$ cat src/rtl/mem_loader_pkg.sv
// Shared types and default parameters for the memory loader controller.
//   state_t        : loader session states
//   *_DEF          : default widths, depth, commit wait and terminating word
//   BYTES_PER_WORD : bytes assembled into one RAM word
package mem_loader_pkg;

  localparam int unsigned NB_DATA_DEF    = 32;
  localparam int unsigned NB_BYTE_DEF    = 8;
  localparam int unsigned NB_ADDRESS_DEF = 8;
  localparam int unsigned RAM_DEPTH_DEF  = 256;
  localparam int unsigned WRITE_WAIT_DEF = 6;
  localparam logic [31:0] END_WORD_DEF   = 32'hFFFF_FFFF;
  localparam int unsigned BYTES_PER_WORD = NB_DATA_DEF / NB_BYTE_DEF;

  typedef enum logic [2:0] {
    IDLE,
    RECV,
    WRITE,
    WAIT,
    DONE
  } state_t;

endpackage

$ cat src/rtl/byte_assembler.sv
// Big-endian byte-to-word assembler: the first byte of a word lands in the MSBs.
// Ports:
//   i_clock, i_reset (sync, active-low)
//   i_clear        : discard partial word and byte count
//   i_take         : accept i_byte this cycle
//   o_word         : shift register contents (complete after the last byte)
//   o_word_valid_c : combinational, high while the last byte of a word is taken
module byte_assembler
  import mem_loader_pkg::*;
#(
  parameter int unsigned NB_DATA = NB_DATA_DEF,
  parameter int unsigned NB_BYTE = NB_BYTE_DEF
) (
  input  logic               i_clock,
  input  logic               i_reset,
  input  logic               i_clear,
  input  logic               i_take,
  input  logic [NB_BYTE-1:0] i_byte,
  output logic [NB_DATA-1:0] o_word,
  output logic               o_word_valid_c
);

  localparam logic [1:0] LAST_BYTE = 2'(BYTES_PER_WORD - 1);

  logic [1:0] byte_cnt;

  // Combinational so the controller can leave RECV on the same edge that stores the last byte.
  assign o_word_valid_c = i_take & (byte_cnt == LAST_BYTE);

  // Shift register and byte counter; counter wraps to 0 after the last byte.
  always_ff @(posedge i_clock) begin
    if (!i_reset) begin
      o_word   <= '0;
      byte_cnt <= '0;
    end else if (i_clear) begin
      o_word   <= '0;
      byte_cnt <= '0;
    end else if (i_take) begin
      o_word   <= {o_word[NB_DATA-NB_BYTE-1:0], i_byte};
      byte_cnt <= byte_cnt + 2'd1;
    end
  end

endmodule

$ cat src/rtl/mem_loader_ctrl.sv
// Loads words into ram_memory from a byte stream (debug UART RX path).
// Four bytes are assembled big-endian into a word, written with a one-cycle
// strobe, then the RAM is given WRITE_WAIT cycles to commit. The session ends
// on END_WORD (stored) or after filling the last RAM slot (o_overflow).
// Ports:
//   i_clock, i_reset (sync, active-low), i_start (session open pulse)
//   i_rx_data / i_rx_valid / o_rx_ready : byte handshake
//   o_ram_write_data / o_ram_write_enable / o_ram_write_data_next / o_ram_address : RAM write port
//   o_words_loaded, o_busy, o_done, o_overflow : session status
// Optional: define LOADER_CHECKSUM_EN to add o_checksum (XOR of accepted bytes).
module mem_loader_ctrl
  import mem_loader_pkg::*;
#(
  parameter int unsigned         NB_DATA    = NB_DATA_DEF,
  parameter int unsigned         NB_BYTE    = NB_BYTE_DEF,
  parameter int unsigned         NB_ADDRESS = NB_ADDRESS_DEF,
  parameter int unsigned         RAM_DEPTH  = RAM_DEPTH_DEF,
  parameter int unsigned         WRITE_WAIT = WRITE_WAIT_DEF,
  parameter logic [NB_DATA-1:0]  END_WORD   = NB_DATA'(END_WORD_DEF)
) (
  input  logic                  i_clock,
  input  logic                  i_reset,
  input  logic                  i_start,
  input  logic [NB_BYTE-1:0]    i_rx_data,
  input  logic                  i_rx_valid,
  output logic                  o_rx_ready,
  output logic [NB_DATA-1:0]    o_ram_write_data,
  output logic                  o_ram_write_enable,
  output logic                  o_ram_write_data_next,
  output logic [NB_ADDRESS-1:0] o_ram_address,
  output logic [NB_ADDRESS:0]   o_words_loaded,
  output logic                  o_busy,
  output logic                  o_done,
  output logic                  o_overflow
`ifdef LOADER_CHECKSUM_EN
  ,
  output logic [NB_BYTE-1:0]    o_checksum
`endif
);

  localparam int unsigned NB_WAIT  = $clog2(WRITE_WAIT + 1);
  localparam int unsigned NB_COUNT = NB_ADDRESS + 1;

  state_t             state;
  logic [NB_WAIT-1:0] wait_cnt;
  logic               take_c;
  logic               start_c;
  logic               word_valid_c;

  assign take_c  = i_rx_valid & o_rx_ready;
  assign start_c = (state == IDLE) & i_start;

  byte_assembler #(
    .NB_DATA (NB_DATA),
    .NB_BYTE (NB_BYTE)
  ) u_byte_assembler (
    .i_clock        (i_clock),
    .i_reset        (i_reset),
    .i_clear        (start_c),
    .i_take         (take_c),
    .i_byte         (i_rx_data),
    .o_word         (o_ram_write_data),
    .o_word_valid_c (word_valid_c)
  );

  // Session FSM; every output is registered alongside the state it belongs to.
  always_ff @(posedge i_clock) begin
    if (!i_reset) begin
      state                 <= IDLE;
      wait_cnt              <= '0;
      o_rx_ready            <= 1'b0;
      o_ram_write_enable    <= 1'b0;
      o_ram_write_data_next <= 1'b0;
      o_ram_address         <= '0;
      o_words_loaded        <= '0;
      o_busy                <= 1'b0;
      o_done                <= 1'b0;
      o_overflow            <= 1'b0;
    end else begin
      o_ram_write_data_next <= 1'b0;
      o_done                <= 1'b0;
      case (state)
        IDLE: begin
          if (i_start) begin
            state              <= RECV;
            o_rx_ready         <= 1'b1;
            o_ram_write_enable <= 1'b1;
            o_busy             <= 1'b1;
            o_ram_address      <= '0;
            o_words_loaded     <= '0;
            o_overflow         <= 1'b0;
          end
        end
        RECV: begin
          if (word_valid_c) begin
            state                 <= WRITE;
            o_rx_ready            <= 1'b0;
            o_ram_write_data_next <= 1'b1;
          end
        end
        WRITE: begin
          state          <= WAIT;
          wait_cnt       <= '0;
          o_words_loaded <= o_words_loaded + NB_COUNT'(1);
        end
        WAIT: begin
          if (wait_cnt == NB_WAIT'(WRITE_WAIT - 1)) begin
            // END_WORD takes priority over overflow when both hit on the last slot.
            if (o_ram_write_data == END_WORD) begin
              state              <= DONE;
              o_done             <= 1'b1;
              o_ram_write_enable <= 1'b0;
            end else if (o_ram_address == NB_ADDRESS'(RAM_DEPTH - 1)) begin
              state              <= DONE;
              o_done             <= 1'b1;
              o_ram_write_enable <= 1'b0;
              o_overflow         <= 1'b1;
            end else begin
              state         <= RECV;
              o_rx_ready    <= 1'b1;
              o_ram_address <= o_ram_address + NB_ADDRESS'(1);
            end
          end else begin
            wait_cnt <= wait_cnt + NB_WAIT'(1);
          end
        end
        DONE: begin
          state  <= IDLE;
          o_busy <= 1'b0;
        end
        default: begin
          state              <= IDLE;
          o_rx_ready         <= 1'b0;
          o_ram_write_enable <= 1'b0;
          o_busy             <= 1'b0;
        end
      endcase
    end
  end

`ifdef LOADER_CHECKSUM_EN
  // XOR of every accepted byte; holds after the session until the next start.
  always_ff @(posedge i_clock) begin
    if (!i_reset) begin
      o_checksum <= '0;
    end else if (start_c) begin
      o_checksum <= '0;
    end else if (take_c) begin
      o_checksum <= o_checksum ^ i_rx_data;
    end
  end
`endif

endmodule

$ cat config.mk
export PLATFORM = sky130hd
export DESIGN_NAME = mem_loader_ctrl
export DESIGN_NICKNAME = d
export VERILOG_FILES = /design/src/rtl/mem_loader_pkg.sv /design/src/rtl/byte_assembler.sv /design/src/rtl/mem_loader_ctrl.sv
export SDC_FILE = /design/constraint.sdc
export NUM_CORES = 1
export LEC_CHECK = 0
export BUFFER_PORTS_ARGS = -buffer_cell sky130_fd_sc_hd__buf_2
export CORE_ASPECT_RATIO = 1.5
export CORE_MARGIN = 2
export CORE_UTILIZATION = 50
export CTS_CLUSTER_DIAMETER = 50
export DETAILED_ROUTE_END_ITERATION = 6
export GPL_TIMING_DRIVEN = 0
export PLACE_DENSITY_LB_ADDON = 0.3
export RECOVER_POWER = 25
export SYNTH_ARGS = -nofsm -noshare
export SYNTH_HDL_FRONTEND = slang
export SYNTH_SLANG_ARGS = --single-unit
$ cat constraint.sdc
create_clock -name i_clock -period 3.1 [get_ports i_clock]
set_input_delay 0.465 -clock i_clock [delete_from_list [all_inputs] [get_ports i_clock]]
set_output_delay 0.465 -clock i_clock [all_outputs]
set_load 0.02 [all_outputs]
==> qor.csv <==
metric,value,unit
share of layout cells above drive strength 1,0.175,
Leakage,1.31,nW
synthesis-to-layout area growth,20.3,%
"FFs w/ async S/R, synth",0,
Worst-Skew Late Latency,0.35,ns
Max Fanout on Critical Path,10,
#FFs+latches synth,63,
"Slew Viols, Final",0,
Longest Clk Path Bufs,2,
Yosys cell types,61,
"Hold-fix buffers, CTS",0,
die height,97.0,microns
Die Area,0.00640,sq mm
Slew headroom,0.679,
Final ANT Viol Nets,0,
element type at the critical path end,flop,
Avg WL per Cell,14.7,microns
Total Routing Usage GR,0.248,
first-pass GRT wire length,12200,microns
"Clk pin slew, worst setup/hold paths",0.07,ns
Buffers on Ports,65,
Slew @ Worst Pin,0.482,ns
drt initial violations,219,
vias in the first global route,2641,
Rows,33,
sw power,0.498,mW
Hold WS,0.338,ns
Post-synth EDFFs,0,
CTS H-tree depth,3,
CTS sink cnt,63,
Switching Share,0.271,
DRT Wirelength,7420,microns
total CTS buffers,9,
Max-cap violations,0,
antenna violations before repair,0,
# diodes,0,
DP Wirelength,5530,microns
IO Pins,67,
core footprint,0.00553,sq mm
status,completed,
maximum operating frequency,498,MHz
peak supply drop,458,uV
TritonRoute pass-1 iters,4,
syn nets,370,
Final nets,446,
Total Power,1.84,mW
prevailing post-synth register cell,dfxtp_1,
grt ovf,0,
setup_tns,0,ns
RSZ-0062 raised after global routing,false,
Worst setup SP type,flop,
post-synthesis cell area,0.00288,sq mm
critical path type,reg -> reg,
Tmin final,2.01,ns
routed vias/inst,5.59,
register area share after synthesis,0.438,
internal power,1.34,mW
Synth Area per Inst,8.16,sq um
# Post-CTS Setup Buffers,0,
TritonCTS clock tree,built,
largest net degree at the start of global routing,13,
fill count,543,
Comb pwr share,0.110,
Initial Util,0.521,
CP Data Arrival Time,2.24,ns
Gate Count Post-Synth,353,
post_cts resized,0,
power per cell area,531,mW/mm^2
Clock Skews,0.00762,ns
CTS root buf,clkbuf_8,
GP Congestion,0.868,
DR vias,2818,
Final setup viols,0,
die width,66.0,microns
critical path required time,3.33,ns
DRC,0,
Synthesis Warnings,0,
sequential power share,0.456,
clock group share of total power,0.434,
"Period Utilization, post-route",0.648,
hold crit path type,in -> reg,
Fin. Hold Viols,0,
sequential cells by signal (all words and copies together), names as in the netlist:
name	cells
o_ram_address	8
o_overflow	1
u_byte_assembler.byte_cnt	2
o_busy	1
o_ram_write_enable	1
o_words_loaded	9
o_done	1
u_byte_assembler.o_word	32
o_ram_write_data_next	1
wait_cnt	3
state	3
o_rx_ready	1
worst paths after layout:
check	start	endpoint	slack (ns)	cells past startpoint
max	state[0]	u_byte_assembler.o_word[21]	1.09	6
min	i_rx_data[7]	u_byte_assembler.o_word[7]	0.34	3
max reg2reg	state[0]	u_byte_assembler.o_word[21]	1.09	6
min reg2reg	o_overflow	o_overflow	0.45	2
cells by family after synthesis:
group,after synthesis,synth area share
and+or+nand+nor,176,0.311
AOI/OAI and AO/OA,76,0.163
DFF,63,0.438
buffers and inverters,27,0.0469
adders and majority gates,5,0.0217
xor gates and xnor gates,3,0.00912
muxes,3,0.0109
final cells by class:
type / count / area (sq um) / share of cell area
plain buffers: 22 / 101 / 0.0292
inverters: 5 / 18.8 / 0.00541
flip-flops and latches: 63 / 1260 / 0.364
clock buffers: 9 / 124 / 0.0357
repair buffers: 65 / 292 / 0.0841
multi-input cells: 263 / 1490 / 0.428
well taps: 70 / 87.6 / 0.0253
clock inverters: 7 / 97.6 / 0.0281
power groups by stage:
| stage | registers (mW) | clock network (mW) | logic [mW] |
|---|---|---|---|
| floorplan | 0.873 | 0 | 0.134 |
| global placement | 0.859 | 0 | 0.207 |
| detailed placement | 0.860 | 0 | 0.210 |
| CTS | 0.841 | 0.803 | 0.211 |
| global route | 0.843 | 0.841 | 0.225 |
| finish | 0.841 | 0.800 | 0.202 |
synthesized netlist by cell type (3+ instances only):
cell type	n	area (sq um)
clkbuf_1	11	41.3
ha_1	5	62.6
nor2b_1	3	18.8
buf_6	3	33.8
nand4_1	13	81.3
dfxtp_1	63	1260
o221ai_1	3	26.3
nand2_1	90	338
nand3_1	17	85.1
nand2b_1	4	25.0
a21oi_1	41	205
o21ai_0	6	30.0
buf_2	6	30.0
or3_1	3	18.8
inv_1	5	18.8
nand3b_1	3	22.5
and2_1	5	31.3
a31oi_1	5	31.3
nor2_1	13	48.8
layout by cell type (no fill, tap or decap), types with 2 or more instances in the layout:
| cell type | instances |
|---|---|
| nor2b_1 | 3 |
| o21ai_0 | 6 |
| nand2_1 | 90 |
| clkinvlp_4 | 2 |
| dfxtp_1 | 63 |
| inv_1 | 5 |
| bufinv_16 | 2 |
| buf_2 | 44 |
| nand2_2 | 2 |
| xnor2_1 | 2 |
| a31oi_1 | 5 |
| a21boi_0 | 2 |
| nor2_1 | 13 |
| a41o_1 | 2 |
| o221ai_1 | 3 |
| nor4_2 | 2 |
| clkbuf_1 | 40 |
| nand4b_1 | 2 |
| o21ai_1 | 2 |
| clkbuf_8 | 9 |
| nand3_1 | 17 |
| nand3b_1 | 3 |
| and3_1 | 2 |
| mux2i_1 | 2 |
| nand4_1 | 13 |
| o211ai_1 | 2 |
| and2_1 | 5 |
| clkinv_4 | 2 |
| ha_1 | 5 |
| or3_1 | 3 |
| nor3_1 | 2 |
| and4_1 | 2 |
| nand2b_1 | 4 |
| a21oi_1 | 41 |
worst max-delay path, cell delays in order (launching register included):
cell and delay [ns]:
dfxtp_1 0.30, clkbuf_1 0.22, or4b_4 0.58, clkbuf_1 0.20
nand2_2 0.22, buf_2 0.28, a21oi_1 0.08
metal layers:
| layer | vias to the layer above | global-route usage | share of wire |
|---|---|---|---|
| met5 | - | 0 | 0 |
| met4 | 0 | 0.100 | 0.018 |
| met3 | 13 | 0.0709 | 0.058 |
| met2 | 91 | 0.440 | 0.54 |
| met1 | 1315 | 0.269 | 0.39 |
| li1 | 1399 | - | - |
through the flow:
step / worst slack, ns / util / cell area [sq um] / instances
3_5_place_dp: 1.19 / 0.595 / 3290 / 488
3_3_place_gp: 1.20 / 0.595 / 3290 / 488
5_1_grt: 0.959 / 0.627 / 3470 / 504
4_1_cts: 1.19 / 0.635 / 3520 / 504
6_report: 1.09 / 0.627 / 3470 / 504
2_1_floorplan: 1.24 / - / 2880 / 353
Power figures use the tool's default switching activity.
